[config.mk]
export PLATFORM = sky130hd
export DESIGN_NAME = gpio_mult_sequencer_flat
export DESIGN_NICKNAME = d
export VERILOG_FILES = /design/src/rtl/gpio_mult_pkg.sv /design/src/rtl/gpio_mult_sequencer_if.sv /design/src/rtl/gpio_bus_access.sv /design/src/rtl/gpio_mult_sequencer.sv /design/src/flat_wrapper.sv
export SDC_FILE = /design/constraint.sdc
export NUM_CORES = 1
export LEC_CHECK = 0
export CAP_MARGIN = 20
export CORE_UTILIZATION = 60
export DETAILED_ROUTE_END_ITERATION = 12
export DONT_BUFFER_PORTS = 1
export PLACE_DENSITY_LB_ADDON = 0.12
export SYNTH_ARGS = -nofsm -noshare
export SYNTH_HDL_FRONTEND = slang
export SYNTH_SLANG_ARGS = --single-unit
[constraint.sdc]
create_clock -name clk -period 3.7 [get_ports clk]
set_clock_uncertainty 0.15 [all_clocks]
set_input_delay 0.74 -clock clk [delete_from_list [all_inputs] [get_ports clk]]
set_output_delay 0.74 -clock clk [all_outputs]
set_load 0.05 [all_outputs]
[src/rtl/gpio_mult_pkg.sv]
// Shared definitions for the GPIO multiplier sequencer slice.
//   - Peripheral register map and STATUS bit positions.
//   - Job FSM state, bus-access phase and access-select encodings.
//   - zext24: widens a 24-bit operand to the 32-bit write bus.
package gpio_mult_pkg;

  localparam logic [15:0] ADDR_A1   = 16'h037F;
  localparam logic [15:0] ADDR_A2   = 16'h0388;
  localparam logic [15:0] ADDR_W    = 16'h0390;
  localparam logic [15:0] ADDR_L    = 16'h0398;
  localparam logic [15:0] ADDR_CTRL = 16'h03A0;

  // STATUS[0]: product fits in 32 bits, STATUS[1]: multiply done
  localparam int unsigned STAT_VALID = 0;
  localparam int unsigned STAT_READY = 1;

  typedef enum logic [3:0] {
    S_IDLE,
    S_WR_A1,
    S_WR_A2,
    S_WR_GO,
    S_WAIT,
    S_POLL,
    S_GAP,
    S_RD_W,
    S_RD_L,
    S_OUT
  } state_t;

  typedef enum logic [1:0] {
    P_IDLE,
    P_SETUP,
    P_STROBE,
    P_HOLD
  } phase_t;

  typedef enum logic [2:0] {
    ACC_NONE,
    ACC_A1,
    ACC_A2,
    ACC_GO,
    ACC_POLL,
    ACC_W,
    ACC_L
  } acc_t;

  function automatic logic [31:0] zext24(input logic [23:0] v);
    return {8'h00, v};
  endfunction

endpackage

[src/rtl/gpio_mult_sequencer_if.sv]
// Strobe bus between the sequencer (master) and the GPIO multiplier (slave).
//   saddress  16  register address
//   swr        1  write strobe
//   srd        1  read strobe
//   sdata_wr  32  write data
//   sdata_rd  32  read data
interface gpio_mult_sequencer_if;
  logic [15:0] saddress;
  logic        swr;
  logic        srd;
  logic [31:0] sdata_wr;
  logic [31:0] sdata_rd;

  modport master (
    output saddress, swr, srd, sdata_wr,
    input  sdata_rd
  );

  modport slave (
    input  saddress, swr, srd, sdata_wr,
    output sdata_rd
  );
endinterface

[src/rtl/gpio_bus_access.sv]
// Single bus-access engine: SETUP (1) / STROBE (STROBE_CYCLES) / HOLD (1).
//   clk, n_reset       clock, async active-low reset
//   start              launch an access; honoured in idle or in HOLD (back-to-back)
//   rnw, addr, wdata   access descriptor, latched when the access launches
//   done               high during HOLD; rdata is valid in that cycle
//   rdata              read data (bus data, captured by the caller at end of HOLD)
//   saddress..sdata_rd strobe bus pins
module gpio_bus_access
  import gpio_mult_pkg::*;
#(
  parameter int unsigned STROBE_CYCLES = 2
) (
  input  logic        clk,
  input  logic        n_reset,
  input  logic        start,
  input  logic        rnw,
  input  logic [15:0] addr,
  input  logic [31:0] wdata,
  output logic        done,
  output logic [31:0] rdata,
  output logic [15:0] saddress,
  output logic        swr,
  output logic        srd,
  output logic [31:0] sdata_wr,
  input  logic [31:0] sdata_rd
);

  localparam int unsigned SW = (STROBE_CYCLES > 1) ? $clog2(STROBE_CYCLES) : 1;

  phase_t        phase, phase_d;
  logic [SW-1:0] scnt;
  logic          rnw_q;
  logic          launch;

  assign launch = start && (phase == P_IDLE || phase == P_HOLD);

  always_comb begin
    phase_d = phase;
    unique case (phase)
      P_IDLE:   if (start) phase_d = P_SETUP;
      P_SETUP:  phase_d = P_STROBE;
      P_STROBE: if (32'(scnt) == STROBE_CYCLES - 1) phase_d = P_HOLD;
      P_HOLD:   phase_d = start ? P_SETUP : P_IDLE;
      default:  phase_d = P_IDLE;
    endcase
  end

  always_ff @(posedge clk or negedge n_reset) begin
    if (!n_reset) begin
      phase    <= P_IDLE;
      scnt     <= '0;
      rnw_q    <= 1'b0;
      saddress <= '0;
      sdata_wr <= '0;
    end else begin
      phase <= phase_d;
      if (phase == P_STROBE) scnt <= scnt + 1'b1;
      else                   scnt <= '0;
      if (launch) begin
        saddress <= addr;
        sdata_wr <= wdata;
        rnw_q    <= rnw;
      end
    end
  end

  // Strobes decode straight from the phase register so an async reset
  // removes them in the same cycle.
  assign swr   = (phase == P_STROBE) && !rnw_q;
  assign srd   = (phase == P_STROBE) &&  rnw_q;
  assign done  = (phase == P_HOLD);
  assign rdata = sdata_rd;

endmodule

[src/rtl/gpio_mult_sequencer.sv]
// Job sequencer driving the GPIO multiplier over its strobe bus.
//   clk, n_reset                 clock, async active-low reset
//   job_valid/job_ready          job handshake; job_a1/job_a2 operands (24 b)
//   res_valid/res_ready          result handshake
//   res_w, res_ones, res_ovf     product low word, ones count, overflow
//   res_timeout                  peripheral never reported ready
//   bus                          strobe bus (master side)
//   busy                         job in flight
//   job_count                    completed result handshakes (wraps)
module gpio_mult_sequencer
  import gpio_mult_pkg::*;
#(
  parameter int unsigned STROBE_CYCLES  = 2,
  parameter int unsigned MIN_WAIT       = 4,
  parameter int unsigned POLL_GAP       = 2,
  parameter int unsigned TIMEOUT_CYCLES = 4096
) (
  input  logic        clk,
  input  logic        n_reset,
  input  logic        job_valid,
  output logic        job_ready,
  input  logic [23:0] job_a1,
  input  logic [23:0] job_a2,
  output logic        res_valid,
  input  logic        res_ready,
  output logic [31:0] res_w,
  output logic [23:0] res_ones,
  output logic        res_ovf,
  output logic        res_timeout,
  gpio_mult_sequencer_if.master bus,
  output logic        busy,
  output logic [15:0] job_count
);

  localparam int unsigned TW        = $clog2(TIMEOUT_CYCLES + 1);
  localparam int unsigned WAIT_LAST = (MIN_WAIT > 0) ? MIN_WAIT - 1 : 0;
  localparam int unsigned GAP_LAST  = (POLL_GAP > 0) ? POLL_GAP - 1 : 0;

  state_t        state, state_d;
  acc_t          acc_sel;
  logic          start, acc_rnw, done, abort, accept, tmo, kick;
  logic [15:0]   acc_addr;
  logic [31:0]   acc_wdata, rdata;
  logic [23:0]   a1_q, a2_q;
  logic [15:0]   wcnt;
  logic [TW-1:0] tcnt;
  logic [15:0]   saddress;
  logic          swr, srd;
  logic [31:0]   sdata_wr;

  assign accept    = (state == S_IDLE) && job_valid;
  assign tmo       = 32'(tcnt) >= TIMEOUT_CYCLES;
  assign job_ready = (state == S_IDLE);
  assign res_valid = (state == S_OUT);
  assign busy      = (state != S_IDLE);

  // Each access is launched in the cycle before its SETUP: from the previous
  // access's HOLD (done) or from the last idle cycle of WAIT/GAP, so accesses
  // run back-to-back. The first write is launched by a one-cycle kick after accept.
  always_comb begin
    state_d = state;
    acc_sel = ACC_NONE;
    abort   = 1'b0;
    unique case (state)
      S_IDLE: if (job_valid) state_d = S_WR_A1;
      S_WR_A1: begin
        if (kick) acc_sel = ACC_A1;
        else if (done) begin
          state_d = S_WR_A2;
          acc_sel = ACC_A2;
        end
      end
      S_WR_A2: if (done) begin
        state_d = S_WR_GO;
        acc_sel = ACC_GO;
      end
      S_WR_GO: if (done) begin
        if (MIN_WAIT == 0) begin
          state_d = S_POLL;
          acc_sel = ACC_POLL;
        end else begin
          state_d = S_WAIT;
        end
      end
      S_WAIT: begin
        if (tmo) begin
          state_d = S_OUT;
          abort   = 1'b1;
        end else if (32'(wcnt) == WAIT_LAST) begin
          state_d = S_POLL;
          acc_sel = ACC_POLL;
        end
      end
      S_POLL: if (done) begin
        if (rdata[STAT_READY]) begin
          state_d = S_RD_W;
          acc_sel = ACC_W;
        end else if (tmo) begin
          state_d = S_OUT;
          abort   = 1'b1;
        end else if (POLL_GAP == 0) begin
          acc_sel = ACC_POLL;
        end else begin
          state_d = S_GAP;
        end
      end
      S_GAP: begin
        if (tmo) begin
          state_d = S_OUT;
          abort   = 1'b1;
        end else if (32'(wcnt) == GAP_LAST) begin
          state_d = S_POLL;
          acc_sel = ACC_POLL;
        end
      end
      S_RD_W: if (done) begin
        state_d = S_RD_L;
        acc_sel = ACC_L;
      end
      S_RD_L: if (done) state_d = S_OUT;
      S_OUT:  if (res_ready) state_d = S_IDLE;
      default: state_d = S_IDLE;
    endcase
  end

  always_comb begin
    acc_rnw   = 1'b0;
    acc_addr  = '0;
    acc_wdata = '0;
    unique case (acc_sel)
      ACC_A1: begin
        acc_addr  = ADDR_A1;
        acc_wdata = zext24(a1_q);
      end
      ACC_A2: begin
        acc_addr  = ADDR_A2;
        acc_wdata = zext24(a2_q);
      end
      ACC_GO:   acc_addr = ADDR_CTRL;
      ACC_POLL: begin
        acc_addr = ADDR_CTRL;
        acc_rnw  = 1'b1;
      end
      ACC_W: begin
        acc_addr = ADDR_W;
        acc_rnw  = 1'b1;
      end
      ACC_L: begin
        acc_addr = ADDR_L;
        acc_rnw  = 1'b1;
      end
      default: ;
    endcase
  end

  assign start = (acc_sel != ACC_NONE);

  always_ff @(posedge clk or negedge n_reset) begin
    if (!n_reset) begin
      state       <= S_IDLE;
      kick        <= 1'b0;
      a1_q        <= '0;
      a2_q        <= '0;
      wcnt        <= '0;
      tcnt        <= '0;
      res_w       <= '0;
      res_ones    <= '0;
      res_ovf     <= 1'b0;
      res_timeout <= 1'b0;
      job_count   <= '0;
    end else begin
      state <= state_d;
      kick  <= accept;
      if (accept) begin
        a1_q        <= job_a1;
        a2_q        <= job_a2;
        res_w       <= '0;
        res_ones    <= '0;
        res_ovf     <= 1'b0;
        res_timeout <= 1'b0;
      end
      if (state_d != state)                      wcnt <= '0;
      else if (state == S_WAIT || state == S_GAP) wcnt <= wcnt + 1'b1;
      // Timeout window opens once the start write has fully completed.
      if (state == S_WR_GO && done) tcnt <= '0;
      else if ((state == S_WAIT || state == S_POLL || state == S_GAP) && !tmo)
        tcnt <= tcnt + 1'b1;
      if (state == S_POLL && done && rdata[STAT_READY]) res_ovf <= ~rdata[STAT_VALID];
      if (state == S_RD_W && done) res_w    <= rdata;
      if (state == S_RD_L && done) res_ones <= rdata[23:0];
      if (abort) res_timeout <= 1'b1;
      if (res_valid && res_ready) job_count <= job_count + 1'b1;
    end
  end

  gpio_bus_access #(
    .STROBE_CYCLES(STROBE_CYCLES)
  ) u_access (
    .clk      (clk),
    .n_reset  (n_reset),
    .start    (start),
    .rnw      (acc_rnw),
    .addr     (acc_addr),
    .wdata    (acc_wdata),
    .done     (done),
    .rdata    (rdata),
    .saddress (saddress),
    .swr      (swr),
    .srd      (srd),
    .sdata_wr (sdata_wr),
    .sdata_rd (bus.sdata_rd)
  );

  assign bus.saddress = saddress;
  assign bus.swr      = swr;
  assign bus.srd      = srd;
  assign bus.sdata_wr = sdata_wr;

endmodule
[src/flat_wrapper.sv]
// flat-port wrapper written by rule: the top's interface ports become plain ports
module gpio_mult_sequencer_flat import gpio_mult_pkg::*;
#(
  parameter int unsigned STROBE_CYCLES  = 2,
  parameter int unsigned MIN_WAIT       = 4,
  parameter int unsigned POLL_GAP       = 2,
  parameter int unsigned TIMEOUT_CYCLES = 4096
)
  (clk, n_reset, job_valid, job_ready, job_a1, job_a2, res_valid, res_ready, res_w, res_ones, res_ovf, res_timeout, busy, job_count, bus_saddress, bus_swr, bus_srd, bus_sdata_wr, bus_sdata_rd);
  gpio_mult_sequencer_if bus_i ();
  input  logic clk;
  input  logic n_reset;
  input  logic job_valid;
  output logic job_ready;
  input  logic [23:0] job_a1;
  input  logic [23:0] job_a2;
  output logic res_valid;
  input  logic res_ready;
  output logic [31:0] res_w;
  output logic [23:0] res_ones;
  output logic res_ovf;
  output logic res_timeout;
  output logic busy;
  output logic [15:0] job_count;
  output wire logic [$bits(bus_i.saddress)-1:0] bus_saddress;
  output wire logic [$bits(bus_i.swr)-1:0] bus_swr;
  output wire logic [$bits(bus_i.srd)-1:0] bus_srd;
  output wire logic [$bits(bus_i.sdata_wr)-1:0] bus_sdata_wr;
  input wire logic [$bits(bus_i.sdata_rd)-1:0] bus_sdata_rd;
  assign bus_saddress = bus_i.saddress;
  assign bus_swr = bus_i.swr;
  assign bus_srd = bus_i.srd;
  assign bus_sdata_wr = bus_i.sdata_wr;
  assign bus_i.sdata_rd = bus_sdata_rd;
  gpio_mult_sequencer #(.STROBE_CYCLES(STROBE_CYCLES), .MIN_WAIT(MIN_WAIT), .POLL_GAP(POLL_GAP), .TIMEOUT_CYCLES(TIMEOUT_CYCLES)) u_core (.clk(clk), .n_reset(n_reset), .job_valid(job_valid), .job_ready(job_ready), .job_a1(job_a1), .job_a2(job_a2), .res_valid(res_valid), .res_ready(res_ready), .res_w(res_w), .res_ones(res_ones), .res_ovf(res_ovf), .res_timeout(res_timeout), .bus(bus_i), .busy(busy), .job_count(job_count));
endmodule
==> flow_metrics.py <==
metrics = {
    "synthesis": {
        "synth.top_cell.area_share": 0.568,
        "async_flop_share": 1.00,
        "synth_seq_area_share": 0.568,
        "synth_cells": 738,
        "yosys_warnings": 0,
        "yosys.area.top_type": "dfrtp_1",
        "synthesis.area_sq_um": 8370,
        "synth_ff_type": "dfrtp_1",
        "synth.distinct_cells": 61,
        "syn_avg_cell_area_sq_um": 11.3,
        "synthTopCellsByCount": "dfrtp_1 (190), nand2_1 (93), mux2_2 (48)",
        "ys_ff_latch": 190,
        "netlist_top_cells_area": "dfrtp_1 (57%), mux2_2 (6.5%), nand2_1 (4.2%)",
        "synth_edf_count": 0,
        "synthMostInstantiatedCell": "dfrtp_1",
    },
    "sta": {
        "fin_tns_setup_ns": 0,
        "min_period_ns": 3.01,
        "max_slew_margin": 0.350,
        "rsz0062_at_grt": "no",
        "timing.final.ws_setup_ns": 0.695,
        "period_share": 0.812,
        "holdWs_ns": -0.135,
        "setup_viol": 0,
        "finalHoldViolations": 190,
        "max_slew.worst_pin.slew_ns": 0.975,
        "slew_violations": 0,
        "fmax_ghz": 0.333,
    },
    "final_layout": {
        "drive_gt1_frac": 0.144,
        "nFillCells": 993,
        "multiInputGateArea_sq_um": 3300,
        "fin_nets": 819,
        "area_growth_pct": 7.58,
        "register_area_sq_um": 4760,
        "n_antenna_cell": 0,
    },
    "critical_path": {
        "critPathLaunchType": "register",
        "crit_family": "flip-flops",
        "endpoint_kind": "output pin",
        "cp_cell_sequence": "inv_1 -> nor4_2 -> buf_4",
        "crit_buf_inv": 2,
        "required_ns": 2.81,
        "critPathKind": "register to output pin",
        "cpMaxStageDelayCell": "dfrtp_1",
        "crit_path_max_incr_delay_ns": 0.85,
        "worst-path-max-fanout": 26,
        "worstPathArrival_ns": 2.12,
    },
    "floorplan": {
        "die_w_um": 120,
        "core_sq_um": 13400,
        "die_height_um": 120,
        "dieArea_sq_um": 14400,
        "num_rows": 42,
        "start_util": 0.625,
        "io_pins": 211,
    },
    "global_route": {
        "grt_pass1_wl_mm": 28.5,
        "grt_overflow": 0,
        "grt_max_degree": 191,
        "grt_pass1_vias": 5553,
        "antenna_found_initial": 1,
        "track_usage": 0.254,
    },
    "detailed_routing": {
        "drt_iter0_drc": 468,
        "wirelength_mm": 17.4,
        "drt.antenna.violating_nets": 0,
        "drtPass1Iterations": 5,
        "vias_per_cell": 5.97,
        "dr_total_vias": 5450,
        "route.detailed.drc": 0,
        "wire_per_inst_um": 19.1,
    },
    "clocking": {
        "clk-insertion-delay-late_ns": 0.42,
        "clkTransAtPathRegs_ns": 0.06,
        "cts-root-buf": "clkbuf_16",
        "clock_sinks": 190,
        "numCtsBuffers": 17,
        "cts_tree": "done",
        "h-tree-depth": 4,
        "clockBufferDepth": 2,
        "ctsResizeCount": 0,
    },
    "power_and_ir_drop": {
        "p_per_area_nw_per_um2": 779,
        "p_leak_nw": 4.06,
        "irDropWorstVdd_mv": 0.525,
    },
    "placed_design": {
        "hpwlAfterDp_mm": 12.0,
        "portBuffers": 0,
        "gp_congestion": 0.822,
        "pre_cts_ws_ns": 0.844,
    },
    "run_status": {
        "violations": "hold timing",
        "status": "finished, violations left",
    },
    "run": {
        "cap_viol_max_count": 0,
    },
    "worst_hold_path": {
        "min_path_type": "input pin to async pin",
    },
}
[metal layers]
metal  part of all wire  vias up  GRT usage
met3              0.079       19     0.0794
met5                  0        -          0
met1               0.40     2761      0.315
met2               0.51      162      0.415
met4              0.011        0     0.0969
li1                   -     2508          -
[path summary, 6_finish.rpt]
path	startpoint	to	slack, ns	cells past startpoint
setup / recovery	u_core.state[0]$_DFF_PN0_	res_valid	0.69	3
hold / removal	n_reset	u_core.tcnt[5]$_DFFE_PN0P_	-0.13	0
setup reg to reg	u_core.state[1]$_DFF_PN0_	u_core.wcnt[1]$_DFFE_PN0P_	0.82	6
hold reg to reg	u_core.u_access.scnt$_DFF_PN0_	u_core.u_access.scnt$_DFF_PN0_	0.28	1
max in group asynchronous	n_reset	u_core.res_ones[12]$_DFFE_PN0P_	3.14	0
min in group clk	u_core.u_access.scnt$_DFF_PN0_	u_core.u_access.scnt$_DFF_PN0_	0.28	1
[cell families after synthesis]
group / Yosys count / share of synthesized area
AOI/OAI and AO/OA: 126 / 0.114
xor gates and xnor gates: 39 / 0.0408
adders and majority gates: 9 / 0.0134
buffers and inverters: 74 / 0.0463
DFF: 190 / 0.568
muxes: 53 / 0.0710
other: 1 / 0.000448
and+or+nand+nor: 246 / 0.147
[cells in the final DEF, fill, tap and decap left out, drive strengths merged, types with 5 or more instances in the layout]
cell type / instances
ha: 9
nand4: 12
xnor2: 17
clkbuf: 21
buf: 13
nor2b: 7
dfrtp: 190
nor2: 44
and2: 29
nand2b: 6
nor3: 9
conb: 14
and3: 5
a22o: 25
a221o: 24
inv: 19
xor2: 22
o21ai: 41
clkinv: 5
mux2: 51
a21oi: 5
nor4: 7
a21o: 5
nand2: 93
nand3: 18
[final cells by class]
| cell class | instances | share of cell area |
|---|---|---|
| sequential | 190 | 0.528 |
| tap | 176 | 0.0244 |
| timing repair buffer | 13 | 0.0122 |
| clock inverter | 9 | 0.00958 |
| inverter | 17 | 0.00736 |
| multi-input combinational | 487 | 0.366 |
| clock buffer | 21 | 0.0522 |
[through the flow]
step / power (mW) / area [sq um] / hold slack, ns / instances / util
finish: 7.02 / 9010 / -0.135 / 913 / 0.672
global route: 7.36 / 9010 / -0.152 / 913 / 0.672
CTS: 7.06 / 9010 / -0.157 / 913 / 0.672
detailed placement: 5.33 / 8450 / 0.277 / 883 / 0.631
global placement: 5.21 / 8450 / 0.261 / 883 / 0.631
floorplan: 4.95 / 8420 / 0.244 / 751 / -
[report_power, final]
group          switching (mW)  leakage (nW)  internal, mW
sequential               1.06          2.49          2.57
clock                   0.757         0.277         0.977
combinational           0.888          1.29         0.766
total                    2.71          4.06          4.31
[sequential cells by signal, indices dropped and copies added (netlist names)]
| register | flops |
|---|---|
| u_core.res_timeout | 1 |
| u_core.res_w | 32 |
| u_core.u_access.scnt | 1 |
| u_core.res_ones | 24 |
| u_core.u_access.rnw_q | 1 |
| u_core.a1_q | 24 |
| u_core.tcnt | 13 |
| u_core.a2_q | 24 |
| u_core.u_access.sdata_wr | 24 |
| u_core.u_access.phase | 2 |
| u_core.wcnt | 16 |
| u_core.state | 4 |
| u_core.res_ovf | 1 |
| u_core.u_access.saddress | 6 |
| u_core.kick | 1 |
| u_core.job_count | 16 |
[timing repair]
item / 4_1_cts / 5_1_grt
buffers inserted: 0 / 0
endpoints found under the hold margin: 190 / 190
setup endpoints to repair: 0 / 0
Note: power is estimated with default switching activity, not from simulation.
